## src/rtl/relay_station_mc_pkg.sv

```systemverilog
// relay_station_mc_pkg
//   Shared sizing helpers for the multi-channel relay station.
//   - calc_grace      : backpressure round-trip slack (2*LEVEL)
//   - calc_real_depth : physical FIFO entries (DEPTH + GRACE + 4)
//   - calc_cnt_w      : width of a 0..REAL_DEPTH occupancy counter
//   - calc_ptr_w      : width of a 0..REAL_DEPTH-1 pointer
//   - ch_lsb          : LSB of channel c in a flattened per-channel bus
package relay_station_mc_pkg;

  function automatic int calc_grace(input int level);
    return level + level;
  endfunction

  function automatic int calc_real_depth(input int depth, input int level);
    return depth + calc_grace(level) + 32'sd4;
  endfunction

  function automatic int calc_cnt_w(input int real_depth);
    return $clog2(real_depth + 32'sd1);
  endfunction

  function automatic int calc_ptr_w(input int real_depth);
    return (real_depth > 32'sd1) ? $clog2(real_depth) : 32'sd1;
  endfunction

  function automatic int ch_lsb(input int ch, input int width);
    return ch * width;
  endfunction

endpackage

```

## src/rtl/relay_af_fifo.sv

```systemverilog
// relay_af_fifo
//   Single-channel register-based FWFT FIFO with an almost-full flag.
//   Pointers wrap modulo REAL_DEPTH, so non-power-of-two depths work.
//   Optional macro RELAY_STATION_MC_PEAK_EN: occupancy reports the
//   high-water mark (cleared by reset or flush) instead of the live count.
// Ports:
//   clk, reset        clock, synchronous active-high reset
//   flush             synchronous clear of count/pointers (overflow kept)
//   push, push_data   beat arriving from the last pipeline stage
//   pop               consumer pop (already qualified by the caller)
//   dout, empty_n     FWFT head data and valid
//   af                almost-full: count >= REAL_DEPTH-1-GRACE
//   occupancy         live count (or peak, see macro)
//   overflow          sticky: a beat arrived while full with no pop
module relay_af_fifo
  import relay_station_mc_pkg::*;
#(
  parameter int DATA_WIDTH = 32,
  parameter int REAL_DEPTH = 10,
  parameter int GRACE      = 4,
  parameter int CNT_W      = 4,
  localparam int PTR_W     = calc_ptr_w(REAL_DEPTH),
  localparam int AF_THR    = REAL_DEPTH - 32'sd1 - GRACE
)(
  input  logic                  clk,
  input  logic                  reset,
  input  logic                  flush,
  input  logic                  push,
  input  logic [DATA_WIDTH-1:0] push_data,
  input  logic                  pop,
  output logic [DATA_WIDTH-1:0] dout,
  output logic                  empty_n,
  output logic                  af,
  output logic [CNT_W-1:0]      occupancy,
  output logic                  overflow
);

  logic [DATA_WIDTH-1:0] mem_r [REAL_DEPTH];
  logic [PTR_W-1:0]      rd_ptr_r;
  logic [PTR_W-1:0]      wr_ptr_r;
  logic [CNT_W-1:0]      count_r;
  logic [CNT_W-1:0]      count_nxt_s;
  logic                  ovf_r;
  logic                  full_s;
  logic                  do_push_s;
  logic                  do_pop_s;
  logic                  drop_s;

  function automatic logic [PTR_W-1:0] ptr_inc(input logic [PTR_W-1:0] p);
    if (p == PTR_W'(REAL_DEPTH - 32'sd1)) begin
      return '0;
    end else begin
      return p + PTR_W'(1'b1);
    end
  endfunction

  // Push/pop qualification and next count; a pop frees the slot a full-FIFO push needs.
  always_comb begin
    full_s      = (count_r == CNT_W'(REAL_DEPTH));
    do_pop_s    = pop & (count_r != '0);
    do_push_s   = push & (~full_s | do_pop_s);
    drop_s      = push & full_s & ~do_pop_s;
    count_nxt_s = count_r;
    case ({do_push_s, do_pop_s})
      2'b10:   count_nxt_s = count_r + CNT_W'(1'b1);
      2'b01:   count_nxt_s = count_r - CNT_W'(1'b1);
      default: count_nxt_s = count_r;
    endcase
  end

  // Storage, pointers, count and sticky overflow; flush leaves the overflow flag alone.
  always_ff @(posedge clk) begin
    if (reset) begin
      count_r  <= '0;
      rd_ptr_r <= '0;
      wr_ptr_r <= '0;
      ovf_r    <= 1'b0;
      for (int i = 0; i < REAL_DEPTH; i++) begin
        mem_r[i] <= '0;
      end
    end else if (flush) begin
      count_r  <= '0;
      rd_ptr_r <= '0;
      wr_ptr_r <= '0;
      ovf_r    <= ovf_r;
    end else begin
      count_r <= count_nxt_s;
      ovf_r   <= ovf_r | drop_s;
      if (do_push_s) begin
        mem_r[wr_ptr_r] <= push_data;
        wr_ptr_r        <= ptr_inc(wr_ptr_r);
      end
      if (do_pop_s) begin
        rd_ptr_r <= ptr_inc(rd_ptr_r);
      end
    end
  end

  assign dout     = mem_r[rd_ptr_r];
  assign empty_n  = (count_r != '0);
  assign af       = (count_r >= CNT_W'(AF_THR));
  assign overflow = ovf_r;

`ifdef RELAY_STATION_MC_PEAK_EN
  logic [CNT_W-1:0] peak_r;

  // High-water mark follows the next count so it lines up with the live counter.
  always_ff @(posedge clk) begin
    if (reset) begin
      peak_r <= '0;
    end else if (flush) begin
      peak_r <= '0;
    end else if (count_nxt_s > peak_r) begin
      peak_r <= count_nxt_s;
    end else begin
      peak_r <= peak_r;
    end
  end

  assign occupancy = peak_r;
`else
  assign occupancy = count_r;
`endif

endmodule

```

## src/rtl/relay_station_mc.sv

```systemverilog
// relay_station_mc
//   NUM_CH independent FWFT relay stations. Each channel runs LEVEL register
//   stages forward (data+valid) and LEVEL stages backward (not-full) around
//   an almost-full FIFO whose GRACE slack absorbs the 2*LEVEL round trip.
//   Optional macro RELAY_STATION_MC_PEAK_EN: occupancy shows the per-channel
//   high-water mark instead of the live count (port list unchanged).
// Ports:
//   clk, reset      clock, synchronous active-high reset
//   chan_en[c]      0 hides the channel (full_n=0, empty_n=0, pops ignored)
//   flush[c]        synchronous clear of FIFO and in-flight beats
//   if_write/if_din producer side, channel c at [c*DATA_WIDTH +: DATA_WIDTH]
//   if_full_n       producer may write
//   if_read         consumer pop
//   if_empty_n/if_dout  FWFT head valid/data
//   occupancy       per-channel count, CNT_W bits each
//   err_overflow    sticky per-channel overflow
module relay_station_mc
  import relay_station_mc_pkg::*;
#(
  parameter int DATA_WIDTH  = 32,
  parameter int NUM_CH      = 2,
  parameter int LEVEL       = 2,
  parameter int DEPTH       = 2,
  localparam int GRACE      = calc_grace(LEVEL),
  localparam int REAL_DEPTH = calc_real_depth(DEPTH, LEVEL),
  localparam int CNT_W      = calc_cnt_w(REAL_DEPTH)
)(
  input  logic                         clk,
  input  logic                         reset,
  input  logic [NUM_CH-1:0]            chan_en,
  input  logic [NUM_CH-1:0]            flush,
  input  logic [NUM_CH-1:0]            if_write,
  input  logic [NUM_CH*DATA_WIDTH-1:0] if_din,
  output logic [NUM_CH-1:0]            if_full_n,
  input  logic [NUM_CH-1:0]            if_read,
  output logic [NUM_CH-1:0]            if_empty_n,
  output logic [NUM_CH*DATA_WIDTH-1:0] if_dout,
  output logic [NUM_CH*CNT_W-1:0]      occupancy,
  output logic [NUM_CH-1:0]            err_overflow
);

  for (genvar c = 0; c < NUM_CH; c++) begin : g_ch
    localparam int DLSB = ch_lsb(c, DATA_WIDTH);
    localparam int OLSB = ch_lsb(c, CNT_W);

    logic                  wr_vld_s;
    logic [DATA_WIDTH-1:0] wr_dat_s;
    logic                  af_s;
    logic                  nfull_s;
    logic                  raw_empty_n_s;
    logic                  pop_s;

    // if_full_n is a flow-control hint: a producer that ignores it still
    // sends its beat down the pipe, which is how err_overflow can trip.
    if (LEVEL > 0) begin : g_pipe
      logic [LEVEL-1:0]      vld_r;
      logic [DATA_WIDTH-1:0] dat_r [LEVEL];
      logic [LEVEL-1:0]      bp_r;

      // Forward stages; flush kills every in-flight valid including this cycle's input.
      always_ff @(posedge clk) begin
        if (reset) begin
          vld_r <= '0;
          for (int i = 0; i < LEVEL; i++) begin
            dat_r[i] <= '0;
          end
        end else begin
          vld_r[0] <= if_write[c] & ~flush[c];
          dat_r[0] <= if_din[DLSB +: DATA_WIDTH];
          for (int i = 1; i < LEVEL; i++) begin
            vld_r[i] <= vld_r[i-1] & ~flush[c];
            dat_r[i] <= dat_r[i-1];
          end
        end
      end

      // Backward stages carry ~af regardless of chan_en so re-enable resumes from live state.
      always_ff @(posedge clk) begin
        if (reset) begin
          bp_r <= '1;
        end else begin
          bp_r[0] <= ~af_s;
          for (int i = 1; i < LEVEL; i++) begin
            bp_r[i] <= bp_r[i-1];
          end
        end
      end

      assign wr_vld_s = vld_r[LEVEL-1];
      assign wr_dat_s = dat_r[LEVEL-1];
      assign nfull_s  = bp_r[LEVEL-1];
    end else begin : g_direct
      assign wr_vld_s = if_write[c];
      assign wr_dat_s = if_din[DLSB +: DATA_WIDTH];
      assign nfull_s  = ~af_s;
    end

    assign pop_s         = if_read[c] & chan_en[c] & raw_empty_n_s;
    assign if_full_n[c]  = nfull_s & chan_en[c];
    assign if_empty_n[c] = raw_empty_n_s & chan_en[c];

    relay_af_fifo #(
      .DATA_WIDTH (DATA_WIDTH),
      .REAL_DEPTH (REAL_DEPTH),
      .GRACE      (GRACE),
      .CNT_W      (CNT_W)
    ) u_fifo (
      .clk       (clk),
      .reset     (reset),
      .flush     (flush[c]),
      .push      (wr_vld_s),
      .push_data (wr_dat_s),
      .pop       (pop_s),
      .dout      (if_dout[DLSB +: DATA_WIDTH]),
      .empty_n   (raw_empty_n_s),
      .af        (af_s),
      .occupancy (occupancy[OLSB +: CNT_W]),
      .overflow  (err_overflow[c])
    );
  end

endmodule

```

## config.mk

```make
export PLATFORM = sky130hd
export DESIGN_NAME = relay_station_mc
export DESIGN_NICKNAME = d
export VERILOG_FILES = /design/src/rtl/relay_station_mc_pkg.sv /design/src/rtl/relay_af_fifo.sv /design/src/rtl/relay_station_mc.sv
export SDC_FILE = /design/constraint.sdc
export NUM_CORES = 1
export LEC_CHECK = 0
export CORE_ASPECT_RATIO = 0.6
export CORE_MARGIN = 2
export CORE_UTILIZATION = 45
export DETAILED_ROUTE_END_ITERATION = 8
export SYNTH_ARGS = -nofsm -noshare
export SYNTH_HDL_FRONTEND = slang
export SYNTH_SLANG_ARGS = --single-unit
```

## constraint.sdc

```tcl
create_clock -name clk -period 12.31 [get_ports clk]
set_input_delay 2.462 -clock clk [delete_from_list [all_inputs] [get_ports clk]]
set_output_delay 2.462 -clock clk [all_outputs]
set_load 0.02 [all_outputs]
```

==> out/metrics.csv <==
metric;value;unit
grt_usage;23.4;%
critPathMaxFanout;45;
netlist_area;48300;um2
slew_headroom;11.3;%
grt_antenna_before_repair;6;
area.sequential;34200;um2
synth_cell_type_count;60;
leakage;19.3;nW
cpMostUsedCell;buf_4;
fin_nets;3068;
grt_max_degree;86;
rrSetupSlack;8.55;ns
start_util;45.7;%
ys_seq_area_share;70.8;%
place.gp.congestion;0.800;
status;completed;
vdd_drop_max;0.000106;V
vias;26400;
clock.fmax;142;MHz
fillers;8523;
cts_made_buffers;110;
r2r-end;g_ch[0].u_fifo.mem_r[8][1]$_SDFFCE_PN0P_;
final_common_cell;edfxtp_1;
cp_slowest_cell;buf_4;
worst_pin_slew;1.32;ns
fin_area;55100;um2
dp.cells;4288;
hp-class;flop to flop;
viasPerCell;5.88;
finalMaxSlewViolations;0;
wl_met1;56700;um
top_layer;met4;
async_reset_ff_share;0;%
rsz0062_at_grt;no;
cts_tree;done;
cp-start-kind;flop;
wl_met2;55100;um
ant_nets;0;
arrival;4.60;ns
placement.io_buffers;151;
clock_skew;0.0259;ns
routed_wl;127000;um
clkLatencyLatePin;0.71;ns
coreArea;106000;um2
clockBufferDepth;3;
finalPower;8.10;mW
final_cell_mix;edfxtp_1, and2_1, mux4_2;
hold_ws;0.412;ns
wl_per_cell;28.3;um
hold_viol_final;0;
fin_setup_tns;0;ns
top_level_ports;152;
path_cells;buf_4, buf_4, mux4_2, a22oi_1, nand2_1, clkdlybuf4s50_1;
grt_overflow_total;0;
htree_levels;3;
synth_warnings;0;
stdcell_count;4497;
ys_ff_latch;1194;
ys.flop_type;edfxtp_1;
cts_root_buf;clkbuf_16;
power_density;147;nW/um2
drc;0;
path_clk_slew;0.07;ns
synth_nets;2918;
postPlaceCellArea;51500;um2
postSynthAreaPerCell;17.0;um2
grt_pass1_wl;185000;um
worstHoldPathCells;1;
die_w;427;um
hpwl;70300;um
clkSinkCount;1194;
dr_wl_met3;12000;um
synthToLayoutAreaGrowth;14.2;%
rows;92;
drtPass1Iterations;5;
hp-start;g_ch[1].g_pipe.bp_r[0]$_SDFF_PP1_;
setup_viol;0;
die-height;258;um
die-area;110000;um2
worst_hold_path.endpoint;g_ch[1].g_pipe.bp_r[1]$_SDFF_PP1_;
synthCells;2840;
path_class;flop to primary output;
drt_iter0_drc;3229;
multi_input_area;13500;um2
reg2reg_depth;6;
r2r_start;g_ch[0].u_fifo.occupancy[2]$_SDFFE_PP0P_;
synth-edff-count;1024;
cp_slowest_stage_delay;0.81;ns
cts_resized;0;
hold_buffers;0;
fin_crit_sh;57.3;%
cp-end-kind;primary output;
grt_pass1_vias;26900;
fin_crit;7.06;ns
max_cap_violations;0;
cts_setup_buffers;0;
drive_above_1_share;18.3;%
required;9.85;ns
## flip-flops by register name, indices dropped and copies added, names as in the netlist, named ones only
| name | flops |
|---|---|
| g_ch.u_fifo.wr_ptr_r | 8 |
| g_ch.u_fifo.overflow | 2 |
| g_ch.u_fifo.rd_ptr_r | 8 |
| g_ch.g_pipe.dat_r | 128 |
| g_ch.g_pipe.bp_r | 4 |
| g_ch.u_fifo.mem_r | 1024 |
| g_ch.u_fifo.occupancy | 8 |
| g_ch.g_pipe.vld_r | 4 |
## worst max-delay path: cells and delay by family (launching register included)
family / cells / cell delay [ns]
multiplexers: 1 / 0.59
buffers and inverters: 3 / 2.04
AND/OR/NAND/NOR: 1 / 0.10
flip-flops: 1 / 0.72
AO/OA/AOI/OAI: 1 / 0.36
## logic make-up (layout without fill, tap and decap cells)
logic type,Yosys count,count (layout),share of synthesized area (%)
AO/OA/AOI/OAI,178,178,2.86
XOR/XNOR,8,8,0.145
adder cells (fa/ha/maj),4,4,0.104
buffers and inverters,199,444,1.81
flip-flops,1194,1194,70.8
multiplexers,264,264,12.1
other,0,2,0
AND/OR/NAND/NOR,993,993,12.2
## report_power, final
part           total, mW  internal [mW]  switching, mW
Combinational      0.216         0.0847          0.131
Clock               3.39           1.90           1.50
Sequential          4.49           4.45         0.0384
## metrics by stage
| step | setup slack (ns) | utilization [%] |
|---|---|---|
| after CTS | 5.07 | 52.1 |
| after global placement | 5.82 | 48.8 |
| after global routing | 4.84 | 52.1 |
| after floorplan | 5.41 | - |
| after detailed placement | 5.80 | 48.8 |
| final | 5.25 | 52.2 |
## worst max path at each step
stage               startpoint                                   end  slack, ns
floorplan           if_read[1]  g_ch[1].u_fifo.mem_r[9][0]$_DFFE_PP_       5.41
global placement    chan_en[0]                          if_full_n[0]       5.82
detailed placement  chan_en[0]                          if_full_n[0]       5.80
CTS                       flop                            if_dout[8]       5.07
global route              flop                            if_dout[8]       4.84
finish                    flop                            if_dout[8]       5.25
## routing by layer
metal,global-route usage [%],vias up
met3,5.69,207
met2,33.2,1180
met1,35.7,13900
met5,0,-
met4,6.88,0
li1,-,11100
## cells in the mapped netlist, drive strengths merged, types with 3 or more instances
cell type,n,area share [%]
edfxtp,1024,64
and2,491,6.4
mux4,256,12
dfxtp,170,7.1
nor2b,142,1.8
clkbuf,139,1.1
a22oi,128,2.0
and3,104,1.3
nand2,95,0.74
nor2,88,0.74
buf,46,0.56
nor3,20,0.25
inv,14,0.11
o21ai,12,0.12
or2,12,0.16
mux2i,8,0.17
a21oi,6,0.062
nand2b,5,0.065
nor3b,5,0.10
nor4,5,0.096
and3b,4,0.073
and4b,4,0.083
ha,4,0.10
nand3b,4,0.062
o2111ai,4,0.17
o211ai,4,0.091
o41ai,4,0.073
or3,4,0.052
xnor2,4,0.073
xor2,4,0.073
a31oi,3,0.039
nand3,3,0.031
## final cells by class
| type | instances | area share (%) |
|---|---|---|
| flip-flops and latches | 1194 | 62.0 |
| multi-input cells | 1447 | 24.5 |
| clock buffers | 160 | 5.77 |
| repair buffers | 223 | 3.75 |
| well taps | 1410 | 3.20 |
| clock inverters | 47 | 0.695 |
| inverters | 14 | 0.0954 |
| diodes | 2 | 0.00908 |
(Power assumes the default switching activity.)
